**src/rtl/bf_pkg.sv**
```systemverilog
// Shared constants for the BF machine: default widths, tape op encodings
// and the tape controller state encoding.
package bf_pkg;

  localparam int DAW_DEF = 8;
  localparam int DOW_DEF = 8;

  localparam logic [2:0] OP_INC   = 3'd0;
  localparam logic [2:0] OP_DEC   = 3'd1;
  localparam logic [2:0] OP_RIGHT = 3'd2;
  localparam logic [2:0] OP_LEFT  = 3'd3;
  localparam logic [2:0] OP_OUT   = 3'd4;
  localparam logic [2:0] OP_IN    = 3'd5;
  localparam logic [2:0] OP_NOP   = 3'd6;

  typedef enum logic [2:0] {
    ST_CLEAR = 3'd0,
    ST_IDLE  = 3'd1,
    ST_FETCH = 3'd2,
    ST_LOAD  = 3'd3,
    ST_OWAIT = 3'd4,
    ST_IWAIT = 3'd5,
    ST_DONE  = 3'd6
  } state_t;

endpackage

```
**src/rtl/bf_tape_ctrl.sv**
```systemverilog
// Data-tape sequencer: owns the data pointer, caches the current cell,
// performs read-modify-write and byte I/O handshakes, and zero-sweeps the
// tape RAM after every reset since the RAM itself has no reset.
module bf_tape_ctrl
  import bf_pkg::*;
#(
  parameter int DAW = DAW_DEF,
  parameter int DOW = DOW_DEF
) (
  input  logic           clock,
  input  logic           reset,
  input  logic           cmd_valid,
  output logic           cmd_ready,
  input  logic [2:0]     cmd_op,
  output logic           done,
  output logic           cell_zero,
  output logic           out_valid,
  input  logic           out_ready,
  output logic [DOW-1:0] out_data,
  input  logic           in_valid,
  output logic           in_ready,
  input  logic [DOW-1:0] in_data,
  output logic [DAW-1:0] mem_address,
  output logic [DOW-1:0] mem_data,
  output logic           mem_wren,
  input  logic [DOW-1:0] mem_q,
  output logic           clearing
);

  localparam logic [DOW-1:0] D_ZERO   = {DOW{1'b0}};
  localparam logic [DOW-1:0] D_ONE    = {{(DOW-1){1'b0}}, 1'b1};
  localparam logic [DAW-1:0] A_ONE    = {{(DAW-1){1'b0}}, 1'b1};
  localparam logic [DAW:0]   C_ONE    = {{DAW{1'b0}}, 1'b1};
  localparam logic [DAW:0]   C_LAST   = {1'b0, {DAW{1'b1}}};

  state_t         state, state_nx;
  logic [DAW-1:0] ptr, ptr_nx;
  logic [DOW-1:0] cur, cur_nx;
  logic [DAW:0]   clr_cnt, clr_nx;
  logic           wren;

  // The cached cell drives the OUT port and the zero flag directly.
  assign out_data  = cur;
  assign cell_zero = (cur == D_ZERO);
  // No write reaches the RAM while reset is held; the sweep starts on release.
  assign mem_wren  = wren & ~reset;

  // State, pointer, cache and sweep counter registers.
  always_ff @(posedge clock or posedge reset) begin
    if (reset) begin
      state   <= ST_CLEAR;
      ptr     <= {DAW{1'b0}};
      cur     <= D_ZERO;
      clr_cnt <= {(DAW+1){1'b0}};
    end else begin
      state   <= state_nx;
      ptr     <= ptr_nx;
      cur     <= cur_nx;
      clr_cnt <= clr_nx;
    end
  end

  // Next-state, register updates and RAM/handshake outputs per state.
  always_comb begin
    state_nx    = state;
    ptr_nx      = ptr;
    cur_nx      = cur;
    clr_nx      = clr_cnt;
    cmd_ready   = 1'b0;
    done        = 1'b0;
    out_valid   = 1'b0;
    in_ready    = 1'b0;
    clearing    = 1'b0;
    mem_address = ptr;
    mem_data    = cur;
    wren        = 1'b0;
    case (state)
      ST_CLEAR: begin
        clearing    = 1'b1;
        mem_address = clr_cnt[DAW-1:0];
        mem_data    = D_ZERO;
        wren        = 1'b1;
        clr_nx      = clr_cnt + C_ONE;
        // The last address is written on this cycle, so leave now.
        if (clr_cnt == C_LAST) begin
          state_nx = ST_IDLE;
        end else begin
          state_nx = ST_CLEAR;
        end
      end
      ST_IDLE: begin
        cmd_ready = 1'b1;
        if (cmd_valid) begin
          case (cmd_op)
            OP_INC: begin
              wren     = 1'b1;
              mem_data = cur + D_ONE;
              cur_nx   = cur + D_ONE;
              state_nx = ST_DONE;
            end
            OP_DEC: begin
              wren     = 1'b1;
              mem_data = cur - D_ONE;
              cur_nx   = cur - D_ONE;
              state_nx = ST_DONE;
            end
            OP_RIGHT: begin
              ptr_nx   = ptr + A_ONE;
              state_nx = ST_FETCH;
            end
            OP_LEFT: begin
              ptr_nx   = ptr - A_ONE;
              state_nx = ST_FETCH;
            end
            OP_OUT:  state_nx = ST_OWAIT;
            OP_IN:   state_nx = ST_IWAIT;
            default: state_nx = ST_DONE;
          endcase
        end else begin
          state_nx = ST_IDLE;
        end
      end
      ST_FETCH: begin
        // mem_address already carries the updated pointer.
        state_nx = ST_LOAD;
      end
      ST_LOAD: begin
        cur_nx   = mem_q;
        state_nx = ST_DONE;
      end
      ST_OWAIT: begin
        out_valid = 1'b1;
        if (out_ready) begin
          state_nx = ST_DONE;
        end else begin
          state_nx = ST_OWAIT;
        end
      end
      ST_IWAIT: begin
        in_ready = 1'b1;
        if (in_valid) begin
          wren     = 1'b1;
          mem_data = in_data;
          cur_nx   = in_data;
          state_nx = ST_DONE;
        end else begin
          state_nx = ST_IWAIT;
        end
      end
      ST_DONE: begin
        done     = 1'b1;
        state_nx = ST_IDLE;
      end
      default: begin
        state_nx = ST_CLEAR;
      end
    endcase
  end

endmodule

```
**config.mk**
```make
export PLATFORM = sky130hd
export DESIGN_NAME = bf_tape_ctrl
export DESIGN_NICKNAME = d
export VERILOG_FILES = /design/src/rtl/bf_pkg.sv /design/src/rtl/bf_tape_ctrl.sv
export SDC_FILE = /design/constraint.sdc
export NUM_CORES = 1
export LEC_CHECK = 0
export BUFFER_PORTS_ARGS = -buffer_cell sky130_fd_sc_hd__buf_2
export CAP_MARGIN = 30
export CORE_MARGIN = 5
export CORE_UTILIZATION = 50
export DETAILED_ROUTE_END_ITERATION = 10
export PLACE_DENSITY_LB_ADDON = 0.15
export RECOVER_POWER = 50
export SLEW_MARGIN = 20
export SYNTH_ARGS = -nofsm -noshare
export SYNTH_HDL_FRONTEND = slang
export SYNTH_SLANG_ARGS = --single-unit
export TNS_END_PERCENT = 50
```
**constraint.sdc**
```tcl
create_clock -name clock -period 3.8 [get_ports clock]
set_clock_uncertainty 0.2 [all_clocks]
set_input_delay 0.76 -clock clock [delete_from_list [all_inputs] [get_ports clock]]
set_output_delay 0.76 -clock clock [all_outputs]
set_load 0.02 [all_outputs]
```
Word-level counts from Yosys, hierarchy flattened. Cells that the tools add are included.

Reductions and logical operators: 8. Multiplexer cells: 22. Eq/ne operators: 12. $add $sub $neg: 5. Bitwise operators: 2.

Operators with widths (number): 8-bit case mux with 3 select lines (2); 8-bit case mux with 2 select lines (2); 8-bit two-way mux (3); 3-bit case mux with 7 select lines (1); 8-bit by 1-bit adder with 8-bit output (second input constant) (2); 8-bit by 1-bit subtractor with 8-bit output (second input constant) (2); 3-bit == test (second input constant) (5); 3-bit by 2-bit == test with 1-bit output (second input constant) (4); 9-bit by 1-bit adder with 9-bit output (second input constant) (1); 9-bit by 8-bit == test with 1-bit output (second input constant) (1); 1-bit two-way mux (9); 3-bit case mux with 3 select lines (1); 8-bit logical NOT (1); 3-bit by 1-bit == test with 1-bit output (second input constant) (2); 3-bit logical NOT (2); 2-bit two-way mux (2); 2-bit OR reduction (2); 3-bit two-way mux (1); 1-bit case mux with 3 select lines (1); 3-bit AND reduction (1); 3-bit nonzero test (1); 2-bit nonzero test (1); 1-bit AND (1); 1-bit NOT (1).

Bits of input ports: 24. Output and inout bits: 31. Word-level logic and storage cells: 53. Register bits: 28.

Depth between registers and ports, before layout. Gate-level depths: netlist of the first run.

Word-level depth: 6. Gate-level depth with buffers: 9. Gate-level depth less buffers: 9.

Worst setup path after synthesis of the first run. No wires, ideal clock.

Kind: input -> output. Start: in cmd_op[0]. End: out mem_data[2]. Data arrival time: 2.566 ns. Required time: 2.840 ns. Buffers on the path: 1. Path slack: 0.274 ns. Stages on the path: 8. Cells stage by stage: buf_4 -> or3b_4 -> xnor2_1 -> ha_1 -> and2b_1 -> o21ai_1 -> a21oi_1 -> o21ai_0.

Longest elaborated chain between the ends: 4. Elaborated cells on any way between the ends: 5. Those cells by class: 1 x eq/ne; 3 x mux; 1 x reduce/logical.

RTL lines: start: declaration (line bf_tape_ctrl.sv:14) `input logic [2:0] cmd_op,`; 3-bit by 1-bit == test with 1-bit output or 3-bit logical NOT (tied branches) (line bf_tape_ctrl.sv:94) `case (cmd_op)`; 8-bit case mux with 2 select lines *; 8-bit two-way mux * (line bf_tape_ctrl.sv:93) `if (cmd_valid) begin`; 8-bit case mux with 3 select lines * (line bf_tape_ctrl.sv:77) `case (state)`; end: declaration (line bf_tape_ctrl.sv:24) `output logic [DOW-1:0] mem_data,`.

Every way passes the cells marked *; elsewhere a longest branch is shown, timed or not.

Worst setup path after layout of the first run.
Start: in cmd_op[1]. End: out mem_data[4].

Same word-level chain as after synthesis.

==> qor.yml, run 1 <==
synth:
  synthFlopType: "dfrtp_1"
  avgSynthCellArea_sq_um: 7.97
  yosysUniqueCellTypes: 64
  syn_inst: 311
  synth_area_sq_um: 2480
  ys_ff_latch: 28
  async_reset_ff_share_pct: 100
  ys_warn_count: 0
  synthesis.nets: 345
  synth_edf_count: 0
  synth_sequential_area_ratio_pct: 28.3
clock_network:
  worstSkewPairLatency_ns: 0.28
  cts_inserted_buffers: 3
  clockBufferDepth: 2
  cts_resized: 0
  post_cts_buffers: 0
  htreeDepth: 1
  postCtsHoldBufs: 0
  clock_sinks: 28
  cts_tree: "done"
  clockRootBuffer: "clkbuf_8"
  clkTransAtPathRegs_ns: 0.10
critical_path:
  path_buf_inv: 2
  crit_arrival_ns: 2.66
  cpMaxStageDelayCell: "or3b_4"
  crit_top_cell: "buf_2"
  max_stage_delay_ns: 0.45
  critPathKind: "input port to output pin"
  cp_data_required_time_ns: 2.84
  crit_chain: "buf_2, or3b_4, xnor2_2, ha_2, nor3_2, o21ai_1, or3_1, o211ai_1, buf_2"
  cp_top_family: "simple AND/OR/NAND/NOR gates"
  worst_setup_path_start_kind: "input port"
  cp_max_fo: 6
  cp-end-kind: "output pin"
final_layout:
  area_delta_synth_final_pct: 15.6
  nets: 391
  diodes: 0
  mostFrequentLayoutCells: "buf_2, nand2_1, dfrtp_1"
  drive_above_1_share_pct: 21.9
  n_fill_cell: 453
  mostFrequentLayoutCell: "buf_2"
flow_run:
  cap_violations: 1
sta:
  worstMarginPinSlew_ns: 1.63
  drv_slew: 29
  setup_tns_ns: 0
  setup_viol: 0
  rsz0062_at_grt: "false"
  setup_slack_ns: 0.176
  hold_viol: 0
  period_share_pct: 95.4
  layout_min_cycle_time_ns: 3.62
  fmax_ghz: 0.276
  slew_headroom_pct: -8.60
status:
  violations: "max-capacitance violations, max-slew violations"
  status: "finished, violations left"
min_path:
  hold_path.class: "flip-flop to flip-flop"
grt:
  grt_pass1_wl_mm: 11.1
  grt_usage_pct: 21.8
  grt_antenna_before_repair: 0
  grt.overflow.total: 0
  grt_max_degree: 31
  grt_pass1_vias: 2417
die:
  dieWidth_microns: 80.4
  chipHeight_microns: 80.4
  core-area_sq_um: 4750
  num_io_pins: 55
  num_rows: 25
  dieArea_sq_um: 6460
  start_util_pct: 52.1
power:
  fin_total_pwr_w: 0.00228
  power_density_nw_per_um2: 795
  power_frac_comb_pct: 64.0
  clkPwrFrac_pct: 10.6
  swShare_pct: 51.3
  pwr-share-seq_pct: 25.3
  max-vdd-ir-drop_uv: 448
  p_int_w: 0.00111
  p_switching_w: 0.00117
  power_leakage_nw: 1.29
drt:
  vias: 2486
  wl_per_cell_microns: 16.1
  ant_nets: 0
  drt_iter0_markers: 158
  drc_errors: 0
  drt-total-wl_mm: 6.80
  first_pass_iters: 4
  routed_via_density: 5.88
placement:
  preCtsSetupSlack_ns: 0.0994
  gp_congestion: 0.889
  port_buffers: 54
  place_hpwl_mm: 5.02
[cells in the mapped netlist (all sizes together) (4+ instances only)]
| master | number | area [sq um] |
|---|---|---|
| dfrtp | 28 | 701 |
| xnor2 | 7 | 61.3 |
| ha | 9 | 113 |
| nor2 | 16 | 60.1 |
| or3 | 4 | 25.0 |
| nor2b | 7 | 51.3 |
| nand3 | 11 | 60.1 |
| mux2 | 9 | 101 |
| nor3b | 7 | 57.6 |
| a21oi | 18 | 90.1 |
| clkbuf | 10 | 38.8 |
| mux2i | 7 | 70.1 |
| nand4 | 5 | 31.3 |
| o211ai | 10 | 75.1 |
| o21ai | 28 | 140 |
| buf | 9 | 43.8 |
| nor3 | 12 | 65.1 |
| xor2 | 7 | 61.3 |
| inv | 17 | 63.8 |
| o221ai | 4 | 35.0 |
| nand2 | 40 | 150 |
[power groups by stage]
stage | combinational (W) | sequential [W] | clock (W)
final | 0.00146 | 0.000576 | 0.000242
after global routing | 0.00161 | 0.000597 | 0.000261
after CTS | 0.00147 | 0.000573 | 0.000250
after detailed placement | 0.00146 | 0.000580 | 0
after global placement | 0.00144 | 0.000575 | 0
after floorplan | 0.00107 | 0.000556 | 0
[metrics by stage]
stage | hold WS (ns) | std cells | utilization [%] | instance area, sq um
after floorplan | 0.238 | 311 | - | 2480
after global placement | 0.254 | 419 | 58.8 | 2790
after detailed placement | 0.257 | 419 | 58.8 | 2790
after CTS | 0.281 | 423 | 60.3 | 2870
after global routing | 0.304 | 423 | 60.2 | 2860
final | 0.286 | 423 | 60.2 | 2860
[metal layers]
layer / GRT usage, % / wire [microns]
met3: 2.91 / 369
met2: 39.7 / 3450
met1: 26.3 / 2850
met5: 0 / 0
met4: 6.93 / 144
[cell families (layout without fill, tap and decap cells)]
logic type / count (synthesis) / in the layout / share of synthesized area, %
simple gates: 119 / 119 / 25.8
fa+ha+maj: 10 / 10 / 5.35
mux: 16 / 16 / 6.92
buf+inv: 37 / 82 / 6.06
xor+xnor: 14 / 14 / 4.95
flops: 28 / 28 / 28.3
compound gates: 87 / 87 / 22.7
[flip-flops by register name, indices dropped and copies added (netlist names)]
signal,flops
clr_cnt,9
out_data,8
ptr,8
state,3
[final cells by class]
type / instances / area [sq um] / share of cell area (%)
repair buffers: 60 / 303 / 10.6
clock inverters: 1 / 30.0 / 1.05
flip-flops and latches: 28 / 701 / 24.5
clock buffers: 3 / 41.3 / 1.44
inverters: 18 / 67.6 / 2.36
well taps: 67 / 83.8 / 2.93
multi-input cells: 246 / 1640 / 57.2
[final timing paths]
check / start / end / slack, ns / cells past startpoint
max reg2reg: state[1]$_DFF_PP0_ / ptr[6]$_DFFE_PP0P_ / 1.34 / 6
max: cmd_op[1] / mem_data[4] / 0.18 / 9
max in group asynchronous: reset / state[2]$_DFF_PP0_ / 1.64 / 3
min reg2reg: ptr[7]$_DFFE_PP0P_ / ptr[7]$_DFFE_PP0P_ / 0.29 / 1
min in group asynchronous: reset / out_data[4]$_DFFE_PP0P_ / 0.82 / 3
min: ptr[7]$_DFFE_PP0P_ / ptr[7]$_DFFE_PP0P_ / 0.29 / 1
No activity file was read; power rests on OpenSTA's default activity.
==> run 2, diff against run 1 <==
Settings changed: ABC_CLOCK_PERIOD_IN_PS set to 3800, PLACE_DENSITY set to 0.75, PLACE_DENSITY_LB_ADDON 0.15 to unset.
==> qor.yml, run 2 (synthesis gave the netlist of run 1 again) <==
status:
  status: "finished, violations left"  # unchanged
  violations: "max-capacitance violations, max-slew violations"  # unchanged
clock_network:
  clockRootBuffer: "clkbuf_8"  # unchanged
  clockBufferDepth: 2  # unchanged
  clkTransAtPathRegs_ns: 0.11  # was 0.10 ns
  postCtsHoldBufs: 0  # unchanged
  post_cts_buffers: 0  # unchanged
  worstSkewPairLatency_ns: 0.28  # about the same
  cts_tree: "done"  # unchanged
  clock_sinks: 28  # unchanged
  cts_inserted_buffers: 3  # unchanged
  htreeDepth: 1  # unchanged
final_layout:
  area_delta_synth_final_pct: 15.4  # was 15.6%
  largest_register: "clr_cnt"  # unchanged
  diodes: 0  # unchanged
  utilization_pct: 60.1  # was 60.2%
  multiInputGateArea_sq_um: 1640  # about the same
  drive_above_1_share_pct: 21.6  # was 21.9%
  nets: 391  # unchanged
  regArea_sq_um: 701  # unchanged
  n_fill_cell: 461  # was 453
  mostFrequentLayoutCell: "buf_2"  # unchanged
  mostFrequentLayoutCells: "buf_2, nand2_1, dfrtp_1"  # unchanged
  fin_cells: 423  # unchanged
  largest_reg_flops: 9  # unchanged
sta:
  layout_min_cycle_time_ns: 3.70  # was 3.62 ns
  timing.hold.ws_ns: 0.286  # about the same
  fmax_ghz: 0.270  # was 0.276 GHz
  hold_viol: 0  # unchanged
  drv_slew: 29  # unchanged
  period_share_pct: 97.3  # was 95.4%
  worstMarginPinSlew_ns: 1.62  # was 1.63 ns
  rsz0062_at_grt: "true"  # was false
  setup_slack_ns: 0.101  # was 0.176 ns
  slew_headroom_pct: -7.84  # was -8.60%
  setup_viol: 0  # unchanged
drt:
  ant_nets: 0  # unchanged
  vias: 2508  # was 2486
  routed_via_density: 5.93  # was 5.88
  drt-total-wl_mm: 6.61  # was 6.80 mm
  drt_iter0_markers: 212  # was 158
  drc_errors: 0  # unchanged
  first_pass_iters: 5  # was 4
  wl_per_cell_microns: 15.6  # was 16.1 microns
placement:
  preCtsSetupSlack_ns: 0.120  # was 0.0994 ns
  placed_cells: 419  # unchanged
  gp_congestion: 0.887  # was 0.889
  port_buffers: 54  # unchanged
  place_hpwl_mm: 4.89  # was 5.02 mm
power:
  max-vdd-ir-drop_uv: 442  # was 448 uV
  power_density_nw_per_um2: 795  # about the same
  power_leakage_nw: 1.28  # was 1.29 nW
  fin_total_pwr_w: 0.00227  # was 0.00228 W
critical_path:
  critPathKind: "input port to output pin"  # unchanged
  cp_data_required_time_ns: 2.84  # about the same
  cp-end-kind: "output pin"  # unchanged
  cp_max_fo: 6  # unchanged
  reg2reg_setup_slack_ns: 1.18  # was 1.34 ns
  crit_arrival_ns: 2.74  # was 2.66 ns
  worst_setup_path_start_kind: "input port"  # unchanged
die:
  core-area_sq_um: 4750  # unchanged
  dieWidth_microns: 80.4  # unchanged
  dieArea_sq_um: 6460  # unchanged
  num_rows: 25  # unchanged
  start_util_pct: 52.1  # unchanged
  num_io_pins: 55  # unchanged
  chipHeight_microns: 80.4  # unchanged
grt:
  grt_pass1_wl_mm: 11.2  # was 11.1 mm
  grt_max_degree: 31  # unchanged
  grt_pass1_vias: 2396  # was 2417
  grt.overflow.total: 0  # unchanged
  grt_antenna_before_repair: 0  # unchanged
  grt_usage_pct: 21.5  # was 21.8%
flow_run:
  cap_violations: 1  # unchanged
min_path:
  hold_path.class: "flip-flop to flip-flop"  # unchanged
## run 2: timing repair
item / 4_1_cts / 5_1_grt
resized for setup: 0 / 4
endpoints found under the setup margin: 0 / 2
hold endpoints to repair: 0 / 0
## run 2: worst paths after layout
path,from,endpoint,cells past startpoint
max,cmd_op[1],mem_data[4],9
min,ptr[7]$_DFFE_PP0P_,ptr[7]$_DFFE_PP0P_,1
max reg2reg,state[2]$_DFF_PP0_,clr_cnt[7]$_DFFE_PP0P_,6
min reg2reg,ptr[7]$_DFFE_PP0P_,ptr[7]$_DFFE_PP0P_,1
max in group asynchronous,reset,ptr[5]$_DFFE_PP0P_,3
min in group asynchronous,reset,out_data[6]$_DFFE_PP0P_,3
## run 2: final cells by class
type / count / share of cell area, %
Multi-Input combinational cell: 246 / 57.2
Clock buffer: 3 / 1.44
Clock inverter: 1 / 1.05
Inverter: 18 / 2.36
Timing Repair Buffer: 60 / 10.5
Sequential cell: 28 / 24.5
Tap cell: 67 / 2.93
## run 2: report_power, final
part           total [W]  switching, W  internal (W)
combinational    0.00145      0.000904      0.000547
sequential      0.000576      0.000163      0.000413
clock           0.000246      0.000105      0.000141
total            0.00227       0.00117       0.00110
## run 2: stage by stage
stage          TNS [ns]  cell area, sq um
2_1_floorplan         0              2480
5_1_grt         -0.0378              2860
3_3_place_gp          0              2790
4_1_cts               0              2870
3_5_place_dp          0              2790
6_report              0              2860
## run 2: critical path: stages
cell and delay (ns):
buf_2 0.13, or3b_4 0.44, xnor2_1 0.16, ha_1 0.27, nor3b_2 0.24, o21ai_1 0.11, or3_1 0.36, o211ai_1 0.09
buf_2 0.19
## run 2: per-layer routing
layer | global-route usage (%) | wire [microns] | vias up
met5 | 0 | 0 | -
met4 | 6.08 | 142 | 0
met3 | 3.03 | 416 | 13
met2 | 38.1 | 3290 | 91
met1 | 27.0 | 2760 | 1182
li1 | - | - | 1222
==> run 3, diff against run 2 <==
Settings changed: RECOVER_POWER 50 to 100.
==> qor.yml, run 3 (synthesis gave the netlist of run 1 again) <==
sta:
  setup_viol: 0  # unchanged
  fmax_ghz: 0.270  # about the same
  drv_slew: 29  # unchanged
  rsz0062_at_grt: "true"  # unchanged
  layout_min_cycle_time_ns: 3.70  # about the same
  slew_headroom_pct: -7.65  # was -7.84%
  worstMarginPinSlew_ns: 1.61  # was 1.62 ns
  setup_slack_ns: 0.101  # about the same
  hold_viol: 0  # unchanged
  period_share_pct: 97.3  # about the same
clock_network:
  htreeDepth: 1  # unchanged
  cts_tree: "done"  # unchanged
  post_cts_buffers: 0  # unchanged
  clkTransAtPathRegs_ns: 0.11  # about the same
  cts_resized: 0  # unchanged
  postCtsHoldBufs: 0  # unchanged
  worstSkewPairLatency_ns: 0.28  # about the same
  clockBufferDepth: 2  # unchanged
  cts_inserted_buffers: 3  # unchanged
  clock_sinks: 28  # unchanged
  clockRootBuffer: "clkbuf_8"  # unchanged
final_layout:
  mostFrequentLayoutCells: "buf_2, nand2_1, dfrtp_1"  # unchanged
  nets: 391  # unchanged
  area_delta_synth_final_pct: 15.3  # was 15.4%
  n_fill_cell: 462  # was 461
  largest_reg_flops: 9  # unchanged
  largest_register: "clr_cnt"  # unchanged
  fin_cells: 423  # unchanged
  mostFrequentLayoutCell: "buf_2"  # unchanged
  diodes: 0  # unchanged
  drive_above_1_share_pct: 20.8  # was 21.6%
drt:
  drt-total-wl_mm: 6.63  # was 6.61 mm
  vias: 2504  # was 2508
  routed_via_density: 5.92  # was 5.93
  ant_nets: 0  # unchanged
  wl_per_cell_microns: 15.7  # was 15.6 microns
  first_pass_iters: 4  # was 5
  drt_iter0_markers: 213  # was 212
  drc_errors: 0  # unchanged
die:
  start_util_pct: 52.1  # unchanged
  dieArea_sq_um: 6460  # unchanged
  num_io_pins: 55  # unchanged
  chipHeight_microns: 80.4  # unchanged
  dieWidth_microns: 80.4  # unchanged
  core-area_sq_um: 4750  # unchanged
  num_rows: 25  # unchanged
grt:
  grt_max_degree: 31  # unchanged
  grt_pass1_vias: 2396  # unchanged
  grt_antenna_before_repair: 0  # unchanged
  grt_pass1_wl_mm: 11.2  # unchanged
  grt.overflow.total: 0  # unchanged
  grt_usage_pct: 21.5  # unchanged
critical_path:
  cp_max_fo: 6  # unchanged
  critPathKind: "input port to output pin"  # unchanged
  worst_setup_path_start_kind: "input port"  # unchanged
  cp_data_required_time_ns: 2.84  # about the same
  cp-end-kind: "output pin"  # unchanged
  cpMaxStageDelayCell: "or3b_4"  # unchanged
  crit_arrival_ns: 2.74  # about the same
  reg2reg_setup_slack_ns: 1.18  # about the same
  path_buf_inv: 2  # unchanged
  crit_top_cell: "buf_2"  # unchanged
  cp_top_family: "simple AND/OR/NAND/NOR gates"  # unchanged
  max_stage_delay_ns: 0.44  # about the same
  crit_chain: "buf_2, or3b_4, xnor2_1, ha_1, nor3b_2, o21ai_1, or3_1, o211ai_1, buf_2"  # unchanged
power:
  pwr-share-seq_pct: 25.4  # was 25.3%
  power_frac_comb_pct: 63.7  # was 63.8%
  max-vdd-ir-drop_uv: 442  # about the same
  p_switching_w: 0.00117  # about the same
  swShare_pct: 51.6  # about the same
  power_leakage_nw: 1.28  # about the same
  clkPwrFrac_pct: 10.9  # was 10.8%
  power_density_nw_per_um2: 795  # about the same
  p_int_w: 0.00110  # about the same
min_path:
  hold_path.class: "flip-flop to flip-flop"  # unchanged
placement:
  placed_cells: 419  # unchanged
  gp_congestion: 0.887  # unchanged
  place_hpwl_mm: 4.89  # unchanged
  preCtsSetupSlack_ns: 0.120  # unchanged
  port_buffers: 54  # unchanged
flow_run:
  cap_violations: 1  # unchanged
status:
  violations: "max-capacitance violations, max-slew violations"  # unchanged
  status: "finished, violations left"  # unchanged
## run 3: stage by stage
step	cell area (sq um)	utilization, %	setup TNS, ns	power, W	hold slack, ns
6_report	2860	60.1	0	0.00227	0.287
3_3_place_gp	2790	58.8	0	0.00201	0.255
2_1_floorplan	2480	-	0	0.00163	0.238
4_1_cts	2870	60.3	0	0.00229	0.287
5_1_grt	2860	60.1	-0.0378	0.00246	0.313
3_5_place_dp	2790	58.8	0	0.00203	0.267
## run 3: cell type report
cell class / instances / area, sq um / area share, %
Clock buffer: 3 / 41.3 / 1.45
Inverter: 18 / 67.6 / 2.37
Timing Repair Buffer: 60 / 297 / 10.4
Clock inverter: 1 / 30.0 / 1.05
Tap cell: 67 / 83.8 / 2.94
Sequential cell: 28 / 701 / 24.5
Multi-Input combinational cell: 246 / 1640 / 57.3
## run 3: final timing paths
path | from | to | cells past startpoint
setup / recovery | cmd_op[1] | mem_data[4] | 9
hold / removal | ptr[7]$_DFFE_PP0P_ | ptr[7]$_DFFE_PP0P_ | 1
setup reg to reg | state[2]$_DFF_PP0_ | ptr[6]$_DFFE_PP0P_ | 6
hold reg to reg | ptr[7]$_DFFE_PP0P_ | ptr[7]$_DFFE_PP0P_ | 1
max in group asynchronous | reset | ptr[5]$_DFFE_PP0P_ | 3
min in group asynchronous | reset | out_data[6]$_DFFE_PP0P_ | 3
## run 3: power groups by stage
stage	clock, W	sequential, W	combinational (W)
after global routing	0.000260	0.000600	0.00160
after floorplan	0	0.000556	0.00107
after global placement	0	0.000577	0.00144
after detailed placement	0	0.000579	0.00145
after CTS	0.000253	0.000574	0.00146
final	0.000247	0.000576	0.00145
## run 3: routing by layer
layer	track usage, %	wire (microns)	share of wire, %
met1	27.0	2780	42
met4	6.08	144	2.2
met5	0	0	0
met3	3.03	411	6.2
met2	38.1	3300	50
